File: config.mk
export PLATFORM = sky130hd
export DESIGN_NAME = gpio_controller
export DESIGN_NICKNAME = d
export VERILOG_FILES = /design/src/rtl/mem_pkg.sv /design/src/rtl/gpio_debounce_bit.sv /design/src/rtl/gpio_controller.sv
export SDC_FILE = /design/constraint.sdc
export NUM_CORES = 1
export LEC_CHECK = 0
export ABC_AREA = 1
export BUFFER_PORTS_ARGS = -buffer_cell sky130_fd_sc_hd__buf_4
export CORE_ASPECT_RATIO = 1.25
export CORE_MARGIN = 4
export CORE_UTILIZATION = 51
export DETAILED_ROUTE_END_ITERATION = 7
export MAX_ROUTING_LAYER = met4
export PLACE_DENSITY = 0.86
export SLEW_MARGIN = 20
export SYNTH_ARGS = -nofsm -noshare
export SYNTH_HDL_FRONTEND = slang
export SYNTH_SLANG_ARGS = --single-unit
File: constraint.sdc
create_clock -name clk -period 1.6 [get_ports clk]
set_clock_uncertainty 0.2 [all_clocks]
set_input_delay 0.32 -clock clk [delete_from_list [all_inputs] [get_ports clk]]
set_output_delay 0.32 -clock clk [all_outputs]
set_load 0.005 [all_outputs]
File: src/rtl/mem_pkg.sv
// Shared types and defaults for the memory-mapped peripherals.
// No logic; parameters and enums only.
// No flow control: constants only.
package mem_pkg;

  typedef logic [31:0] RV32I_OPERAND_t;

  localparam int GPIO_IN_WIDTH        = 8;
  localparam int GPIO_OUT_WIDTH       = 8;
  localparam int GPIO_DEBOUNCE_CYCLES = 4;

  typedef enum logic {
    DB_STABLE   = 1'b0,
    DB_SETTLING = 1'b1
  } GPIO_DB_STATE_t;

endpackage

File: src/rtl/gpio_debounce_bit.sv
// One input pin: two-flop synchronizer, then a debounce FSM guarding the db flop.
// Latency: pin change sampled at edge k shows on db after edge k+1+DEBOUNCE_CYCLES.
// No backpressure: consumes the pin every cycle.
module gpio_debounce_bit
  import mem_pkg::*;
#(
  parameter int DEBOUNCE_CYCLES = GPIO_DEBOUNCE_CYCLES
) (
  input  logic clk,
  input  logic rst,
  input  logic pin,
  output logic db,
  output logic db_next
);

  localparam int CW = $clog2(DEBOUNCE_CYCLES + 1);
  localparam logic [CW-1:0] CNT_LAST = CW'(DEBOUNCE_CYCLES - 1);

  logic           s1;
  logic           s2;
  GPIO_DB_STATE_t state;
  GPIO_DB_STATE_t state_next;
  logic [CW-1:0]  cnt;
  logic [CW-1:0]  cnt_next;

  // Plain two-flop chain: nothing may sit between the stages.
  always_ff @(posedge clk) begin
    if (rst) begin
      s1 <= 1'b0;
      s2 <= 1'b0;
    end else begin
      s1 <= pin;
      s2 <= s1;
    end
  end

  // FSM state, settle counter and debounced value.
  always_ff @(posedge clk) begin
    if (rst) begin
      state <= DB_STABLE;
      cnt   <= '0;
      db    <= 1'b0;
    end else begin
      state <= state_next;
      cnt   <= cnt_next;
      db    <= db_next;
    end
  end

  // Next state: a pin must disagree with db for DEBOUNCE_CYCLES samples in a row.
  always_comb begin
    state_next = state;
    cnt_next   = cnt;
    db_next    = db;
    case (state)
      DB_STABLE: begin
        if (s2 != db) begin
          if (DEBOUNCE_CYCLES == 1) begin
            db_next = s2;
          end else begin
            cnt_next   = CW'(1);
            state_next = DB_SETTLING;
          end
        end
      end
      DB_SETTLING: begin
        if (s2 == db) begin
          // Glitch: the pin went back before the window completed.
          cnt_next   = '0;
          state_next = DB_STABLE;
        end else if (cnt == CNT_LAST) begin
          db_next    = s2;
          cnt_next   = '0;
          state_next = DB_STABLE;
        end else begin
          cnt_next = cnt + CW'(1);
        end
      end
      default: begin
        cnt_next   = '0;
        state_next = DB_STABLE;
      end
    endcase
  end

endmodule

File: src/rtl/gpio_controller.sv
// GPIO peripheral: registered output pins, debounced input pins read combinationally (optional IRQ: GPIO_IRQ_EN).
// Latency: write visible next cycle; input change after 1+DEBOUNCE_CYCLES edges past sampling.
// No backpressure: write strobe always accepted, read path has zero wait states.
module gpio_controller
  import mem_pkg::*;
#(
  parameter int IN_WIDTH        = GPIO_IN_WIDTH,
  parameter int OUT_WIDTH       = GPIO_OUT_WIDTH,
  parameter int DEBOUNCE_CYCLES = GPIO_DEBOUNCE_CYCLES
) (
  input  logic                 clk,
  input  logic                 rst,
  input  RV32I_OPERAND_t       bus_wrdata,
  input  logic                 gpio_wren,
  input  logic [IN_WIDTH-1:0]  gpio_in,
  output logic [OUT_WIDTH-1:0] gpio_out,
  output RV32I_OPERAND_t       gpio_rddata
`ifdef GPIO_IRQ_EN
  ,
  output logic                 gpio_irq
`endif
);

  logic [IN_WIDTH-1:0] db;
  logic [IN_WIDTH-1:0] db_next;

  // Upper store-data bits beyond OUT_WIDTH are intentionally dropped.
  logic unused_wrdata;
  assign unused_wrdata = ^bus_wrdata;

  // Output register: loads on the write strobe, holds otherwise.
  always_ff @(posedge clk) begin
    if (rst) begin
      gpio_out <= '0;
    end else if (gpio_wren) begin
      gpio_out <= bus_wrdata[OUT_WIDTH-1:0];
    end
  end

  for (genvar g = 0; g < IN_WIDTH; g++) begin : g_pin
    gpio_debounce_bit #(
      .DEBOUNCE_CYCLES(DEBOUNCE_CYCLES)
    ) u_db (
      .clk     (clk),
      .rst     (rst),
      .pin     (gpio_in[g]),
      .db      (db[g]),
      .db_next (db_next[g])
    );
  end

  // Read data is zero-extended db, independent of the bus address.
  assign gpio_rddata = RV32I_OPERAND_t'(db);

`ifdef GPIO_IRQ_EN
  // One-cycle pulse aligned with the first cycle a changed value is readable.
  always_ff @(posedge clk) begin
    if (rst) begin
      gpio_irq <= 1'b0;
    end else begin
      gpio_irq <= |(db_next ^ db);
    end
  end
`else
  logic unused_db_next;
  assign unused_db_next = ^db_next;
`endif

endmodule

; Word-level counts from Yosys, hierarchy flattened
; Cells that the tools add are included.
[word_totals]
regBits = 64
input_bits = 43
output_inout_bits = 40
elab_cells = 169
[op_classes]
add_sub_neg = 8
eq_ne = 32
n_mux = 64
n_bitwise = 16
reduce_logical = 8
[op_table]
columns = operator, count
row1 = $mux 3, 24
row2 = $pmux 3 s2, 8
row3 = $add 3x1->3 const B, 8
row4 = $eq 3x2->1 const B, 8
row5 = $mux 1, 24
row6 = $reduce_and 3->1, 8
row7 = $ne 2x1->1 const B, 8
row8 = $not 1->1, 16
row9 = $pmux 1 s2, 8
row10 = $eq 1x1->1, 8
row11 = $ne 1x1->1, 8

; Logic depth before layout (Yosys ltp)
; Gate-level depths: netlist of the first run.
[logic_depth]
ltp_word = 4
depth_mapped = 7
depth_no_buf = 7

; Modules after synthesis
; From an unflattened synthesis of the first run, not the netlist that was laid out.
[unflattened]
cells_unflattened = 380
area_unflattened_um2 = 2937.8
[by_module_without_submodules]
columns = module, instances, cells_per_inst, area_per_inst_um2, seq_area_each_um2
row1 = gpio_debounce_bit, 8, 38, 301.5, 140.1
row2 = gpio_controller, 1, 76, 525.5, 160.2

; Worst setup path before layout of the first run
; No wires, ideal clock.
[synth_path]
kind = flip-flop to flip-flop
startpoint = reg g_pin[1].u_db.cnt[0]
endpoint = reg g_pin[1].u_db.db
setup_time_ps = 113
arrival_ps = 836
required_time_ps = 1287
path_slack_ps = 451
stages_incl_launch_ff = 7
n_path_buf = 0
synth_period_minus_slack_ps = 1149
cell_sequence = dfxtp_1 > ha_1 > inv_1 > nor2_1 > nand2_1 > nor2_1 > nor2_1
[synth_via]
elab_chain_len = 2
[synth_rtl]
columns = element, line_no
row1 = start: declaration, gpio_debounce_bit.sv:23  ; logic [CW-1:0] cnt;
row2 = start signal: assignment, gpio_debounce_bit.sv:45  ; cnt <= cnt_next;
row3 = $eq 3x2->1, gpio_debounce_bit.sv:71  ; end else if (cnt == CNT_LAST) begin
row4 = $reduce_and 3->1 (no line), n/a
row5 = end signal: assignment, gpio_debounce_bit.sv:46  ; db <= db_next;
row6 = end: declaration, gpio_debounce_bit.sv:12  ; output logic db,
; Every way passes these cells.
; A chain may end at the register's enable or synchronous reset.

; Worst setup path in the final report of the first run
[layout_path]
startpoint = reg g_pin[5].u_db.db
endpoint = out gpio_rddata[5]
[layout_rtl]
columns = element, line_no
row1 = start: declaration, gpio_debounce_bit.sv:12
row2 = start signal: assignment, gpio_debounce_bit.sv:46
row3 = end: declaration, gpio_controller.sv:17  ; output RV32I_OPERAND_t gpio_rddata
; No word-level cell between the ends.

==> results of run 1 <==
## synth_stat cells
| master | count | area, µm² |
|---|---|---|
| nand2_1 | 88 | 330 |
| nor2_1 | 74 | 278 |
| dfxtp_1 | 64 | 1280 |
| inv_1 | 50 | 188 |
| buf_4 | 33 | 248 |
| nand3_1 | 24 | 120 |
| a21oi_1 | 21 | 105 |
| ha_1 | 8 | 100 |
| o21ai_1 | 7 | 35.0 |
| nand4_1 | 5 | 31.3 |
| o21ai_0 | 5 | 25.0 |
| buf_6 | 4 | 45.0 |
| inv_2 | 3 | 11.3 |
| nand2_2 | 3 | 18.8 |
| buf_2 | 2 | 10.0 |
| clkinv_4 | 1 | 8.76 |
| conb_1 | 1 | 3.75 |
## through the flow
stage                     setup slack [ps]  instance area [µm²]  hold slack (ps)  total power [mW]
after CTS                              234                 3240            0.184              3.15
after global routing                   186                 3240             32.6              3.27
after global placement                 375                 2970              191              1.91
final                                  245                 3240             15.6              3.12
after detailed placement               335                 2970              193              1.91
after floorplan                        451                 2930              188              1.88
## area by class of cell
| class | count | area share, % |
|---|---|---|
| multi-input combinational | 259 | 35.0 |
| timing repair buffer | 45 | 11.2 |
| inverter | 54 | 6.41 |
| clock buffer | 14 | 5.33 |
| tap | 64 | 2.47 |
| sequential | 64 | 39.6 |
## path summary, 6_finish.rpt
path                        start          endpoint  slack [ps]  cells after the start
max reg2reg  g_pin[4].u_db.cnt[0]  g_pin[4].u_db.db         310                      7
min reg2reg      g_pin[4].u_db.s1  g_pin[4].u_db.s2         200                      2
max              g_pin[5].u_db.db    gpio_rddata[5]         240                      1
min                 bus_wrdata[1]       gpio_out[1]          20                      3
## report_power, final
part / switching (mW) / total [mW] / internal, mW
registers: 0.0320 / 1.68 / 1.64
clock network: 0.540 / 1.21 / 0.674
logic: 0.124 / 0.229 / 0.105
total: 0.696 / 3.12 / 2.42
## sequential cells by signal, indices dropped and copies added, names as in the netlist
register / cells
g_pin.u_db.state: 8
g_pin.u_db.db: 8
g_pin.u_db.cnt: 24
g_pin.u_db.s1: 8
gpio_out: 8
g_pin.u_db.s2: 8
## layout by cell type (no fill, tap or decap), drive strengths merged
cell and count:
nand4 5, clkinv 1, dlygate4sd3 10, a21oi 21, nor2 74, inv 53, o21ai 12, dfxtp 64
nand2 91, nand3 24, ha 8, conb 24, buf 35, clkbuf 14
## layer usage
layer	vias up	part of all wire [%]	GRT usage, %
met5	-	0	-
met4	0	1.2	6.08
met3	7	6.4	5.65
met2	68	50	27.4
met1	1032	43	17.4
li1	1225	-	-
## cells by family (layout without fill, tap and decap cells)
| family | after synthesis | in the layout | share of synthesized area [%] |
|---|---|---|---|
| AOI/OAI and AO/OA | 33 | 33 | 5.82 |
| adders and majority gates | 8 | 8 | 3.53 |
| other | 1 | 24 | 0.132 |
| DFF | 64 | 64 | 45.1 |
| buffers and inverters | 93 | 113 | 18.0 |
| and+or+nand+nor | 194 | 194 | 27.4 |
==> impl_results.rst, run 1 <==
.. list-table::
   :header-rows: 1

   * - Metric
     - Value
   * - Result of the run
     - complete, no violations
   * - Max-slew violation total from the final report
     - 0
   * - DRC violations left
     - 0
   * - Largest net degree at the start of global routing
     - 41
   * - Number of placement rows
     - 30
   * - Seq/Total Area, Yosys
     - 45.1%
   * - Endpoint required time on the critical path
     - 1080 ps
   * - Area of the placeable core
     - between 0.005 and 0.006 mm²
   * - Pleak
     - about 1.6 nW
   * - Post-Layout Cell Count
     - 500
   * - Number of H-tree branching levels
     - 3
   * - Maximum clock insertion buffer count
     - 2
   * - Vias per std cell
     - about 4.7
   * - Max-Cap Viols
     - 0
   * - Cell family contributing the most delay on the critical path
     - flip-flops
   * - CTS-repair resized insts
     - 0
   * - Clock sink count
     - 64
   * - Share of final-layout standard cells stronger than drive strength 1
     - 12.4%
   * - Final GP Congestion
     - 0.834
   * - Antenna Diode Count
     - 0
   * - Crit Path Class
     - flop to output port
   * - Number of standard cells after synthesis
     - 393
   * - Syn-to-layout area delta
     - 14.1%
   * - Final-report hold violation count
     - 0
   * - Total iterations of the first detailed-routing run
     - 4
   * - Die extent in y
     - 91.4 µm
   * - Kind of end point of the critical path
     - output port
   * - Top achievable clock speed
     - 0.738 GHz
   * - CP max stage cell
     - dfxtp_1
   * - Wire length of the first global-routing pass
     - 8520 µm
   * - Count of state elements after synthesis
     - 64
   * - Final sum of negative setup slack
     - 0 ps
   * - Kind of path behind the tightest hold check
     - input port to flop
   * - Flip-flop and latch area
     - 0.00128 mm²
   * - Die footprint
     - roughly 0.0068 mm²
   * - Number of CTS-inserted buffers
     - 9
   * - Cell Area, Synth
     - ~0.0028 mm²
   * - Cell Chain, Critical Path
     - buf_4
   * - Average wire per standard cell
     - 10.1 µm
   * - Biggest fanout along the worst timing path
     - 4
   * - Total wire length after detailed routing
     - just over 5000 µm
   * - Power density over the cells
     - 963 mW/mm²
   * - Cell count after placement
     - 476
   * - Number of DRC violations after detailed-routing iteration 0
     - 82
   * - Number of buffers and inverters on the critical path
     - 1
   * - Die width
     - 74.7 µm
   * - Final ANT Viol Nets
     - 0
   * - Period Utilization, post-route
     - 84.7%
   * - Gr ovfl total
     - 0
   * - Clock latency on the worst-skew pair
     - 330 ps
   * - Layout net count
     - 484
   * - Number of buffers inserted by hold repair at cts
     - 10
   * - Routed via count
     - 2,332
   * - Synthesis Warnings
     - 0
   * - Post-route core utilization
     - 59.9%
   * - RSZ-0062 raised after global routing
     - no
   * - Multi-input gate area in the final layout
     - 0.00113 mm²
   * - Clock input transition at the sequential cells of the worst setup and hold paths
     - 60 ps
   * - Buffers on Ports
     - 34
   * - HPWL after DPL
     - 3420 µm
   * - Delay of the slowest critical-path stage
     - between 300 and 400 ps
   * - GR Util All Layers
     - 16.4%
   * - Data arrival time at the worst-slack endpoint
     - 840 ps
   * - Initial antenna violation count
     - 0
   * - Count of fill cells added during filler insertion
     - 478
   * - Clock tree from TritonCTS
     - done
   * - Number of top-level pins
     - 83
   * - Syn_area_per_cell
     - 7.22 µm²
   * - Starting density of the core
     - 52.5%
   * - Post-CTS Setup Repair Bufs
     - 0
   * - Count of cell types in the netlist
     - 17
   * - Peak supply drop
     - around 0.76 mV
   * - Number of global-route vias before repair
     - 2,134
   * - Final critical-path required period
     - around 1400 ps
   * - Clock root buffer
     - clkbuf_8
   * - Setup crit start kind
     - flop
   * - Final setup violation count
     - 0
Power figures use the tool's default switching activity.
==> run 2, diff against run 1 <==
Settings changed: CORE_UTILIZATION 51 to 46, PLACE_DENSITY 0.86 to 0.82.
Clock period 1.6 ns to 1.24 ns, I/O delays scaled along.
==> run 2 against run 1 <==
Net effect:
- via count is 5.3% higher
- hold slack better by 7.1 ps
- critical endpoint is now gpio_rddata[7]
- die area rose by 9.8%
- count of clock-buffer cells in the layout fell by 4
- critical path depth unchanged
- power increased by 51%
- non-clock buffer count grew 20
==> impl_results.rst, run 2 (synthesis gave the netlist of run 1 again) <==
.. list-table::
   :header-rows: 1

   * - Metric
     - Value
   * - Result of the run
     - complete, no violations
   * - Number of buffers and inverters on the critical path
     - 1 (unchanged)
   * - Cell Chain, Critical Path
     - buf_6
   * - Final setup violation count
     - 0 (unchanged)
   * - Kind of path behind the tightest hold check
     - input port to flop
   * - Antenna Diode Count
     - 0 (unchanged)
   * - Max-slew violation total from the final report
     - 0 (unchanged)
   * - Initial antenna violation count
     - 0 (unchanged)
   * - Number of placement rows
     - 31 (+3.3%)
   * - Top achievable clock speed
     - 0.817 GHz
   * - Max-Cap Viols
     - 0 (unchanged)
   * - Setup crit start
     - g_pin[7].u_db.db
   * - RR Endpoint
     - g_pin[7].u_db.db
   * - Post-route core utilization
     - 64.0% (+4.1 points)
   * - Commonest cells after routing, fill and taps aside
     - 74 x nand2_1, 70 x nor2_1, 44 x inv_1, 37 x dfxtp_1, 33 x buf_4
   * - Flip-flop count of the largest register after layout
     - 24 (unchanged)
   * - Average wire per standard cell
     - 10.8 µm (+7.1%)
   * - Power density over the cells
     - 1250 mW/mm² (+30%)
   * - Syn-to-layout area delta
     - 33.0%
   * - Largest net degree at the start of global routing
     - 41 (unchanged)
   * - Number of top-level pins
     - 83 (unchanged)
   * - Period Utilization, post-route
     - a little over nine tenths
   * - Die extent in y
     - 95.8 µm (+4.8%)
   * - Routed via count
     - 2,456 (+5.3%)
   * - Final ANT Viol Nets
     - 0 (unchanged)
   * - Count of fill cells added during filler insertion
     - 485 (+1.5%)
   * - Clock root buffer
     - clkbuf_8
   * - Biggest fanout along the worst timing path
     - 2 (-2)
   * - Final Worst Setup Slack
     - 16.7 ps (-228 ps)
   * - Area of the placeable core
     - 0.00590 mm² (+9.1%)
   * - DP Worst Slack
     - -29.8 ps (-365 ps)
   * - Most common library cell in the layout ignoring fill and taps
     - nand2_1
   * - Startpoint of the lowest-slack register-to-register path
     - g_pin[7].u_db.cnt[0]
   * - Setup crit start kind
     - flop
   * - Number of global-route vias before repair
     - 2,215 (+3.8%)
   * - Final critical-path required period
     - 1220 ps
   * - Pleak
     - 1.73 nW (+8.5%)
   * - Cell family contributing the most delay on the critical path
     - flip-flops
   * - Peak supply drop
     - 1.09 mV (+43%)
   * - Number of CTS-inserted buffers
     - 9 (unchanged)
   * - Crit path to
     - gpio_rddata[7]
   * - Total wire length after detailed routing
     - 5820 µm (+16%)
   * - Number of H-tree branching levels
     - 3 (unchanged)
   * - Crit Path Class
     - flop to output port
   * - Share of final-layout standard cells stronger than drive strength 1
     - 30.6% (+18 points)
   * - Clock input transition at the sequential cells of the worst setup and hold paths
     - 70 ps (about the same)
   * - Final GP Congestion
     - 0.799 (-4.2%)
   * - Kind of end point of the critical path
     - output port
   * - Vias per std cell
     - 4.55 (-2.5%)
   * - Cell count after placement
     - 495 (+4.0%)
   * - Layout net count
     - 504 (+4.1%)
   * - Tot Pwr
     - 4.72 mW (+51%)
   * - Total iterations of the first detailed-routing run
     - 4 (unchanged)
   * - RSZ-0062 raised after global routing
     - yes
   * - Starting density of the core
     - 48.2% (-4.4 points)
   * - Number of DRC violations after detailed-routing iteration 0
     - 143 (+74%)
   * - Die footprint
     - 0.00750 mm² (+9.8%)
   * - DRC violations left
     - 0 (unchanged)
   * - Endpoint required time on the critical path
     - 790 ps (-290 ps)
   * - Worst path depth
     - 1 (unchanged)
   * - HPWL after DPL
     - 3610 µm (+5.5%)
   * - CP max stage cell
     - dfxtp_2
   * - GR Util All Layers
     - 15.9% (-0.41 points)
   * - Clock sink count
     - 64 (unchanged)
   * - Post-Layout Cell Count
     - 540 (+8.0%)
   * - Delay of the slowest critical-path stage
     - 340 ps (-40 ps)
   * - Register-to-Register Path Depth
     - 7 (unchanged)
   * - Maximum clock insertion buffer count
     - 2 (unchanged)
   * - Final-report hold violation count
     - 0 (unchanged)
   * - Wire length of the first global-routing pass
     - 9210 µm (+8.1%)
   * - Die width
     - 78.3 µm (+4.7%)
   * - Clock latency on the worst-skew pair
     - 330 ps (about the same)
   * - Buffers on Ports
     - 34 (unchanged)
   * - Register with the highest flop count
     - g_pin.u_db.cnt
   * - Data arrival time at the worst-slack endpoint
     - 780 ps (-60 ps)
   * - Gr ovfl total
     - 0 (unchanged)
   * - Reg-to-reg slack, setup
     - 20 ps (-290 ps)
   * - Clock tree from TritonCTS
     - done
run 2: changes by cell type in the layout (fill, tap and decap cells not counted), moves of 6 or more:
cell           change
dfxtp_1           -27
dfxtp_2           +26
buf_6             +16
nand2_1           -14
nand2_2           +13
a21oi_1            -6
a21oi_2            +6
dlygate4sd3_1      +6
ha_1               -6
inv_1              -6
inv_2              +6
run 2: metal layers:
metal	up-vias	part of all wire (%)	track usage [%]	wire length [µm]
met5	-	0	-	0
met4	0	1.9	9.04	112
met3	8	4.4	3.28	253
met2	51	54	29.4	3160
met1	1124	39	15.6	2290
li1	1273	-	-	-
run 2: what timing repair did:
action,in CTS,in global routing
buffers inserted,8,5
setup endpoints to repair,25,47
pin swaps,1,22
resized for setup,31,63
hold endpoints to repair,16,0
hold buffers,16,0
run 2: report_power, final:
part	internal [mW]	switching, mW
combinational	0.176	0.175
clock	1.40	0.797
sequential	2.12	0.0500
total	3.70	1.02
run 2: cell type report:
class | instances | area [µm²] | share of cell area (%)
clock buffer | 10 | 138 | 3.65
multi-input combinational | 259 | 1310 | 34.6
tap | 82 | 103 | 2.72
clock inverter | 6 | 115 | 3.05
sequential | 64 | 1320 | 34.9
timing repair buffer | 65 | 588 | 15.6
inverter | 54 | 208 | 5.50
run 2: worst min-delay path by stage:
stage | from | endpoint | slack (ps) | cells past startpoint
after floorplan | gpio_in[0] | g_pin[0].u_db.s1 | 150 | 2
after global placement | g_pin[4].u_db.s1 | g_pin[4].u_db.s2 | 190 | 2
after detailed placement | g_pin[5].u_db.s1 | g_pin[5].u_db.s2 | 190 | 2
after CTS | gpio_wren | gpio_out[4] | 7 | 3
after global routing | gpio_wren | gpio_out[4] | 10 | 3
final | gpio_wren | gpio_out[3] | 20 | 3
run 2: metrics by stage:
step | hold slack, ps | cell area (µm²) | setup TNS, ps
2_1_floorplan | 155 | 2930 | 0
3_3_place_gp | 191 | 3000 | 0
3_5_place_dp | 192 | 3000 | -92.6
4_1_cts | 6.80 | 3540 | -3.99
5_1_grt | 14.7 | 3770 | -425
6_report | 22.7 | 3770 | 0
